**config.mk**
```make
export PLATFORM = sky130hd
export DESIGN_NAME = delay_line_ctrl
export DESIGN_NICKNAME = d
export VERILOG_FILES = /design/src/rtl/delay_line_pkg.sv /design/src/rtl/delay_addr_gen.sv /design/src/rtl/delay_line_ctrl.sv
export SDC_FILE = /design/constraint.sdc
export NUM_CORES = 1
export LEC_CHECK = 0
export ABC_AREA = 1
export BUFFER_PORTS_ARGS = -buffer_cell sky130_fd_sc_hd__buf_2
export CORE_MARGIN = 2
export CORE_UTILIZATION = 55
export CTS_CLUSTER_SIZE = 14
export DETAILED_ROUTE_END_ITERATION = 10
export GPL_TIMING_DRIVEN = 0
export PLACE_DENSITY = 0.72
export SLEW_MARGIN = 20
export SYNTH_ARGS = -nofsm -noshare
export SYNTH_HDL_FRONTEND = slang
export SYNTH_HIERARCHICAL = 1
export SYNTH_SLANG_ARGS = --single-unit
export TNS_END_PERCENT = 30
```
**constraint.sdc**
```tcl
create_clock -name clk -period 12.5 [get_ports clk]
set_clock_uncertainty 0.15 [all_clocks]
set_input_delay 2.5 -clock clk [delete_from_list [all_inputs] [get_ports clk]]
set_output_delay 2.5 -clock clk [all_outputs]
set_load 0.02 [all_outputs]
```
**src/rtl/delay_line_pkg.sv**
```systemverilog
// Shared types and constants for the delay-line sequencer.
// Includes the 17-to-16-bit saturation used on the feedback path.
package delay_line_pkg;

  localparam int DL_DEPTH = 29280;
  localparam int DL_AW    = 15;
  localparam int DL_DW    = 16;

  typedef enum logic [1:0] {
    IDLE  = 2'd0,
    RD    = 2'd1,
    WR    = 2'd2,
    CLEAR = 2'd3
  } state_e;

  // Overflow exists exactly when the two top bits of the 17-bit sum disagree.
  function automatic logic signed [15:0] sat16(input logic signed [16:0] v);
    logic signed [15:0] r;
    if (v[16] == v[15]) r = v[15:0];
    else if (v[16])     r = 16'sh8000;
    else                r = 16'sh7FFF;
    return r;
  endfunction

endpackage

```
**src/rtl/delay_addr_gen.sv**
```systemverilog
// Delay clamp and circular read-address generation for the delay line.
// Clamp works on the live delay_len; the read address uses the latched delay.
module delay_addr_gen #(
  parameter int DEPTH = 29280,
  parameter int AW    = 15
) (
  input  logic [AW-1:0] delay_len,
  input  logic [AW-1:0] wr_ptr,
  input  logic [AW-1:0] d_lat,
  output logic [AW-1:0] d_clamp,
  output logic [AW-1:0] r_addr
);

  logic [AW:0] diff;

  always_comb begin
    d_clamp = delay_len;
    if (delay_len == '0) begin
      d_clamp = AW'(1);
    end else if ({1'b0, delay_len} >= (AW+1)'(DEPTH)) begin
      d_clamp = AW'(DEPTH - 1);
    end
  end

  // wr_ptr < DEPTH and d_lat >= 1, so a single +DEPTH correction suffices.
  always_comb begin
    diff   = {1'b0, wr_ptr} - {1'b0, d_lat};
    r_addr = diff[AW-1:0];
    if (diff[AW]) begin
      r_addr = diff[AW-1:0] + AW'(DEPTH);
    end
  end

endmodule

```
**src/rtl/delay_line_ctrl.sv**
```systemverilog
// Circular echo/delay-line sequencer driving memory_mod: read delayed, write dry+feedback.
// Define DELAY_LINE_CTRL_FILL_EN to zero the whole memory after every reset.
module delay_line_ctrl
  import delay_line_pkg::*;
#(
  parameter int DEPTH = DL_DEPTH,
  parameter int AW    = DL_AW,
  parameter int DW    = DL_DW
) (
  input  logic          clk,
  input  logic          rst_n,
  input  logic          in_valid,
  output logic          in_ready,
  input  logic [DW-1:0] sample_in,
  input  logic [AW-1:0] delay_len,
  input  logic [7:0]    fb_gain,
  output logic          out_valid,
  output logic [DW-1:0] sample_out,
  output logic          busy,
  output logic          mem_w_en,
  output logic [AW-1:0] mem_w_addr,
  output logic [DW-1:0] mem_d_in,
  output logic [AW-1:0] mem_r_addr,
  input  logic [DW-1:0] mem_d_out
);

`ifdef DELAY_LINE_CTRL_FILL_EN
  localparam state_e RST_STATE = CLEAR;
`else
  localparam state_e RST_STATE = IDLE;
`endif

  state_e               state_q, state_d;
  logic [AW-1:0]        wr_ptr_q, wr_ptr_d;
  logic [AW-1:0]        d_q, d_d;
  logic [AW-1:0]        d_clamp, r_addr;
  logic signed [DW-1:0] x_q, x_d;
  logic [7:0]           gain_q, gain_d;
  logic signed [DW-1:0] sample_out_q, sample_out_d;
  logic                 out_valid_q, out_valid_d;
  logic signed [DW-1:0] y, fb, wr_data;
  logic signed [DW+8:0] prod;
  logic signed [DW:0]   sum;
  logic                 w_en_raw;
`ifdef DELAY_LINE_CTRL_FILL_EN
  logic [AW-1:0]        clr_q, clr_d;
`endif

  delay_addr_gen #(
    .DEPTH (DEPTH),
    .AW    (AW)
  ) u_addr_gen (
    .delay_len (delay_len),
    .wr_ptr    (wr_ptr_q),
    .d_lat     (d_q),
    .d_clamp   (d_clamp),
    .r_addr    (r_addr)
  );

  // Feedback path: y*gain is at most 24 significant bits; >>>8 keeps bits [23:8].
  always_comb begin
    y       = $signed(mem_d_out);
    prod    = (DW+9)'(y) * (DW+9)'($signed({1'b0, gain_q}));
    fb      = prod[DW+7:8];
    sum     = {x_q[DW-1], x_q} + {fb[DW-1], fb};
    wr_data = sat16(sum);
  end

  always_comb begin
    state_d      = state_q;
    wr_ptr_d     = wr_ptr_q;
    d_d          = d_q;
    x_d          = x_q;
    gain_d       = gain_q;
    sample_out_d = sample_out_q;
    out_valid_d  = 1'b0;
`ifdef DELAY_LINE_CTRL_FILL_EN
    clr_d        = clr_q;
`endif
    case (state_q)
      IDLE: begin
        if (in_valid) begin
          x_d     = $signed(sample_in);
          gain_d  = fb_gain;
          d_d     = d_clamp;
          state_d = RD;
        end
      end
      RD: state_d = WR;
      WR: begin
        sample_out_d = y;
        out_valid_d  = 1'b1;
        wr_ptr_d     = (wr_ptr_q == AW'(DEPTH - 1)) ? '0 : wr_ptr_q + AW'(1);
        state_d      = IDLE;
      end
      CLEAR: begin
`ifdef DELAY_LINE_CTRL_FILL_EN
        clr_d = clr_q + AW'(1);
        if (clr_q == AW'(DEPTH - 1)) begin
          clr_d   = '0;
          state_d = IDLE;
        end
`else
        state_d = IDLE;
`endif
      end
      default: state_d = IDLE;
    endcase
  end

  always_ff @(posedge clk) begin
    if (!rst_n) begin
      state_q      <= RST_STATE;
      wr_ptr_q     <= '0;
      out_valid_q  <= 1'b0;
      sample_out_q <= '0;
`ifdef DELAY_LINE_CTRL_FILL_EN
      clr_q        <= '0;
`endif
    end else begin
      state_q      <= state_d;
      wr_ptr_q     <= wr_ptr_d;
      out_valid_q  <= out_valid_d;
      sample_out_q <= sample_out_d;
`ifdef DELAY_LINE_CTRL_FILL_EN
      clr_q        <= clr_d;
`endif
    end
  end

  // Per-sample operands: only meaningful after an accept, so no reset needed.
  always_ff @(posedge clk) begin
    x_q    <= x_d;
    gain_q <= gain_d;
    d_q    <= d_d;
  end

  always_comb begin
    in_ready   = (state_q == IDLE);
    busy       = (state_q != IDLE);
    out_valid  = out_valid_q;
    sample_out = sample_out_q;
    w_en_raw   = 1'b0;
    mem_w_addr = '0;
    mem_d_in   = '0;
    mem_r_addr = '0;
    case (state_q)
      RD: mem_r_addr = r_addr;
      WR: begin
        w_en_raw   = 1'b1;
        mem_w_addr = wr_ptr_q;
        mem_d_in   = wr_data;
      end
`ifdef DELAY_LINE_CTRL_FILL_EN
      CLEAR: begin
        w_en_raw   = 1'b1;
        mem_w_addr = clr_q;
      end
`endif
      default: ;
    endcase
    // A reset arriving mid-transaction must never corrupt a memory word.
    mem_w_en = w_en_raw & rst_n;
  end

endmodule
```
# ---- Word-level counts from Yosys, hierarchy flattened
# Cells that the tools add are included.
dict set report op_classes {
  multipliers 1
  add_sub_neg 4
  bitwise 1
  reduce_logical 6
  eq_ne 6
  n_lt_le_gt_ge 1
  n_mux 11
}
# operator count
set ops {}
lappend ops {{$mux 15} 5}
lappend ops {{$mux 16} 3}
lappend ops {{$mul 16x9->24} 1}
lappend ops {{$add 16x16->17} 1}
lappend ops {{$sub 15x15->16} 1}
lappend ops {{$add 15x1->15 const B} 1}
lappend ops {{$add 15x15->15 const B} 1}
lappend ops {{$eq 15x15->1 const B} 1}
lappend ops {{$ge 15x15->1 const B} 1}
lappend ops {{$logic_not 15->1} 1}
lappend ops {{$pmux 2 s3} 1}
lappend ops {{$eq 2x2->1 const B} 2}
lappend ops {{$reduce_or 2->1} 2}
lappend ops {{$eq 2x1->1 const B} 1}
lappend ops {{$logic_not 2->1} 1}
lappend ops {{$mux 2} 1}
lappend ops {{$ne 2x2->1 const B} 1}
lappend ops {{$reduce_and 2->1} 1}
lappend ops {{$reduce_bool 2->1} 1}
lappend ops {{$and 1x1->1} 1}
lappend ops {{$eq 1x1->1} 1}
lappend ops {{$mux 1} 1}
dict set report totals {
  input_bits 58
  register_bits 73
  output_inout_bits 66
}

# ---- Longest topological paths before layout
dict set report logic_depth {
  depth_word 5
  mapped_depth 37
}

# ---- By module
# The synthesis kept the hierarchy.
# mod n_inst area_each_um2 cells_each seq_area_each_um2
set by_module_without_submodules {}
lappend by_module_without_submodules {delay_line_ctrl 1 8632.0 1170 1851.8}
lappend by_module_without_submodules {delay_addr_gen 1 1392.6 259 0.0}

# ---- Worst setup path before layout
# OpenSTA, ideal clock, no wires.
dict set report synth_timing {
  path_kind {input to output}
  from {input mem_d_out[15]}
  to {output mem_d_in[0]}
  stages 30
  required_time_ns 9.850
  arrival_time_ns 7.832
  slack_ns 2.018
  path_cell_list {clkbuf_1 nand2_1 inv_1 fa_1 inv_1 fa_1 inv_1 fa_1 inv_1 fa_1 inv_1 ha_1 nand2_1 inv_1 a21oi_1 nor2_1 nor2_1 nand3_1 xor2_1 ha_1 inv_1 nor3_2 and2_1 nand2_2 nand2_1 nand2_1 nand2_2 nand2_2 buf_6 a21oi_1}
}
dict set report synth_between {
  elab_chain_len 5
}
# item line
set synth_rtl {}
lappend synth_rtl {{from (decl)} delay_line_ctrl.sv:24} ;# input logic [DW-1:0] mem_d_out
lappend synth_rtl {{$mul 16x9->24 *} delay_line_ctrl.sv:63} ;# prod = (DW+9)'(y) * (DW+9)'($signed({1'b0, gain_q}));
lappend synth_rtl {{$add 16x16->17 *} delay_line_ctrl.sv:65} ;# sum = {x_q[DW-1], x_q} + {fb[DW-1], fb};
lappend synth_rtl {{$mux 16 or $eq 1x1->1 (tied branches)} {delay_line_pkg.sv:20, delay_line_pkg.sv:19}}
lappend synth_rtl {{$mux 16 *} delay_line_pkg.sv:19} ;# if (v[16] == v[15]) r = v[15:0];
lappend synth_rtl {{$mux 16 *} delay_line_ctrl.sv:147} ;# case (state_q)
lappend synth_rtl {{to (decl)} delay_line_ctrl.sv:22} ;# output logic [DW-1:0] mem_d_in,
# Every way passes the cells marked *; elsewhere a longest branch is shown, timed or not.

# ---- Worst setup path after layout
dict set report layout_timing {
  from {input mem_d_out[15]}
  to {output mem_d_in[11]}
}
# Same word-level chain as after synthesis.

==> summary.txt <==
Floorplan
  – Die area: 19320 um^2
  – Die Y: 139.0 um
  – Core area: 17900 um^2
  – Top-level port count: 124
  – Starting Density: 56.00%
  – FP Rows: 49
  – Die X-Extent: 139.0 um

Routing
  – Via/cell ratio: 4.970
  – Routed WL per cell: 13.76 um
  – Iter 0 DRT Violations: 486
  – Wl on met1: 11.52 mm
  – Met2 Wirelength: 11.45 mm
  – Post-route ant nets: 0
  – Top sig layer: met4
  – Total Routed Length: 24.50 mm
  – Residual DRC: 0
  – Routed wl met3: 1.168 mm
  – Detailed-route via count: 8851
  – Drt pass-1 iters: 8

Clock tree
  – H-tree depth: 3
  – Clock Latency Late Sink: 0.36 ns
  – Clock Path Buffers: 2
  – Cts hold-fix bufs: 0
  – CTS tree: built
  – Root buffer cell: clkbuf_16
  – Num CTS Buffers: 9
  – Clock Sinks: 73
  – Post-cts resize count: 0
  – CTS clk-pin slew, worst paths: 0.07 ns
  – Setup bufs post-CTS: 0

Synth
  – Unique masters post-synth: 48
  – Leading area contributor after synthesis: fa_1
  – Synthesized instance count: 1429
  – Post-Synthesis Cell Area: 10020 um^2
  – Syn avg cell area: 7.015 um^2
  – Largest cells by area after synthesis: fa_1, inv_1, nand2_1
  – Ys async rst share: 0%
  – Syn_nets: 1665
  – Primary FF master, synth: edfxtp_1
  – Number of flops mapped to enable cells by yosys: 39
  – Synth top area share: 20.17%
  – Ys Warns: 6
  – Register area share after synthesis: 18.47%
  – Post-synthesis register bit count: 73

Cells and area
  – Fill cell count: 1679
  – Most frequent cells in the layout: inv_1, nand2_1, nor2_1, buf_2, fa_1
  – Area grow syn2layout: 11.45%
  – Layout Cells excl Fill: 1781
  – # diodes: 0
  – Most common cell after layout, fill and taps aside: inv_1
  – NumNets Final: 1783
  – Fraction of layout cells with a size suffix above 1: 11.60%

Worst setup path
  – Critical Path Max Stage Delay: 0.62 ns
  – Stages on the worst setup path: 32
  – Worst EP required: 9.85 ns
  – Critical path peak fanout: 10
  – Reg-to-reg endpoint: wr_ptr_q[9]
  – CP endpoint kind: output port
  – Slowest CP cell: fa_1
  – Worst path buffer plus inverter count: 11
  – Crit-path leading delay family: adder cells
  – Kind of critical path: in -> out
  – Worst r2r src: wr_ptr_q[1]
  – Worst R2R Setup Slack: 10.24 ns
  – Worst Setup EP: mem_d_in[11]
  – Critical path startpoint category: primary input
  – Worst EP arrival: 8.66 ns
  – Cell mode on critical path: inv_1
  – R2R depth: 10
  – Crit. Startpoint: mem_d_out[15]

Timing
  – RSZ-0062 raised after global routing: no
  – Final min period: 11.31 ns
  – Hold Vio Cnt, Final: 0
  – Slew HR: 55.77%
  – Final period util: 90.45%
  – Setup TNS: 0 ns
  – Final Setup Violations: 0
  – Worst-margin pin slew: 0.6634 ns
  – Max Slew Vio Count: 0
  – Max frequency: 0.08844 GHz
  – Setup WS post-layout: 1.193 ns

Placed design
  – Dpl hpwl: 20.39 mm
  – Place WS: 1.274 ns
  – PortBufs: 106
  – GP Congestion: 0.8871
  – Placed Cells incl. Taps: 1765

Global route
  – Initial antenna violation count: 0
  – Global-route wire length before repair: 40.95 mm
  – Total grt overflow: 0
  – Largest net degree at the start of global routing: 25
  – Total GRT Usage: 25.82%
  – Vias in the first global route: 8686

Hold path
  – Class of the worst hold path: reg -> reg
  – Worst min-delay path startpoint: sample_out[1]

Job
  – Max-capacitance violation count: 0

Outcome
  – Status: complete, no violations
## state kept, by name (all words and copies together) (netlist names)
signal and flops:
sample_out 16, x_q 16, d_q 15, wr_ptr_q 15, gain_q 8, state_q 2
out_valid 1
## cell families after synthesis
group	count (synthesis)	synth area share, %
buffers and inverters	415	15.90
flip-flops	73	18.47
AO/OA/AOI/OAI	101	5.904
adder cells (fa/ha/maj)	178	29.78
AND/OR/NAND/NOR	622	26.45
XOR/XNOR	40	3.495
## worst min path at each step
| stage | slack [ns] | endpoint | cells past startpoint |
|---|---|---|---|
| final | 0.37 | sample_out[1] | 2 |
| after global routing | 0.41 | sample_out[14] | 2 |
| after CTS | 0.37 | sample_out[2] | 2 |
| after detailed placement | 0.35 | sample_out[4] | 2 |
| after global placement | 0.34 | sample_out[8] | 2 |
| after floorplan | 0.33 | wr_ptr_q[9] | 1 |
## worst register-to-register path, cell delays in order, from the launching register on
cell     delay [ns]
dfxtp_1        0.44
ha_1           0.23
nand2_1        0.08
nor2_1         0.19
nand4_1        0.12
nor3_1         0.33
nand2_1        0.09
nand2_1        0.19
inv_1          0.16
o21ai_0        0.11
a21oi_1        0.05
## metal layers
metal / vias to the layer above / track usage (%)
li1: 4490 / -
met1: 4101 / 35.44
met2: 235 / 44.00
met3: 25 / 2.970
met4: 0 / 6.167
met5: - / 0
## final cells by class
cell class	instances	area [um^2]	share of cell area [%]
multi-input cells	941	6586	58.95
well taps	229	286.5	2.565
repair buffers	107	550.5	4.928
inverters	370	1396	12.50
plain buffers	45	197.7	1.770
flip-flops and latches	73	1852	16.58
clock buffers	10	250.2	2.240
clock inverters	6	52.55	0.4704
## cell usage after synthesis (2+ instances only)
master and count:
inv_1 362, nor2_1 132, xor2_1 20, a31oi_1 2
dfxtp_1 34, edfxtp_1 39, nand3b_1 7, a21o_1 6
o21bai_1 8, xnor2_1 20, fa_1 101, nor2_4 2
o21ai_0 29, nand3_1 61, nand2_1 350, o21ai_1 2
inv_2 5, a21oi_2 2, or2_2 5, nand3_2 4
nand2_2 21, nand4_1 11, nand2_4 2, nand3b_2 2
a21oi_1 44, buf_2 2, nor4_1 4, ha_1 77
nor3_1 14, a21boi_0 2, nor2_2 2, and2_1 2
buf_6 2, clkbuf_1 39
## metrics by stage
step | hold WS (ns) | utilization (%) | instance area [um^2]
after floorplan | 0.3320 | - | 10020
after global placement | 0.3437 | 60.56 | 10840
after detailed placement | 0.3535 | 60.71 | 10870
after CTS | 0.3748 | 62.41 | 11170
after global routing | 0.4121 | 62.41 | 11170
final | 0.3725 | 62.41 | 11170
Power is left out: the tool's default activity adds up to more than one toggle a clock period on the data nets, which glitch-free logic cannot reach.
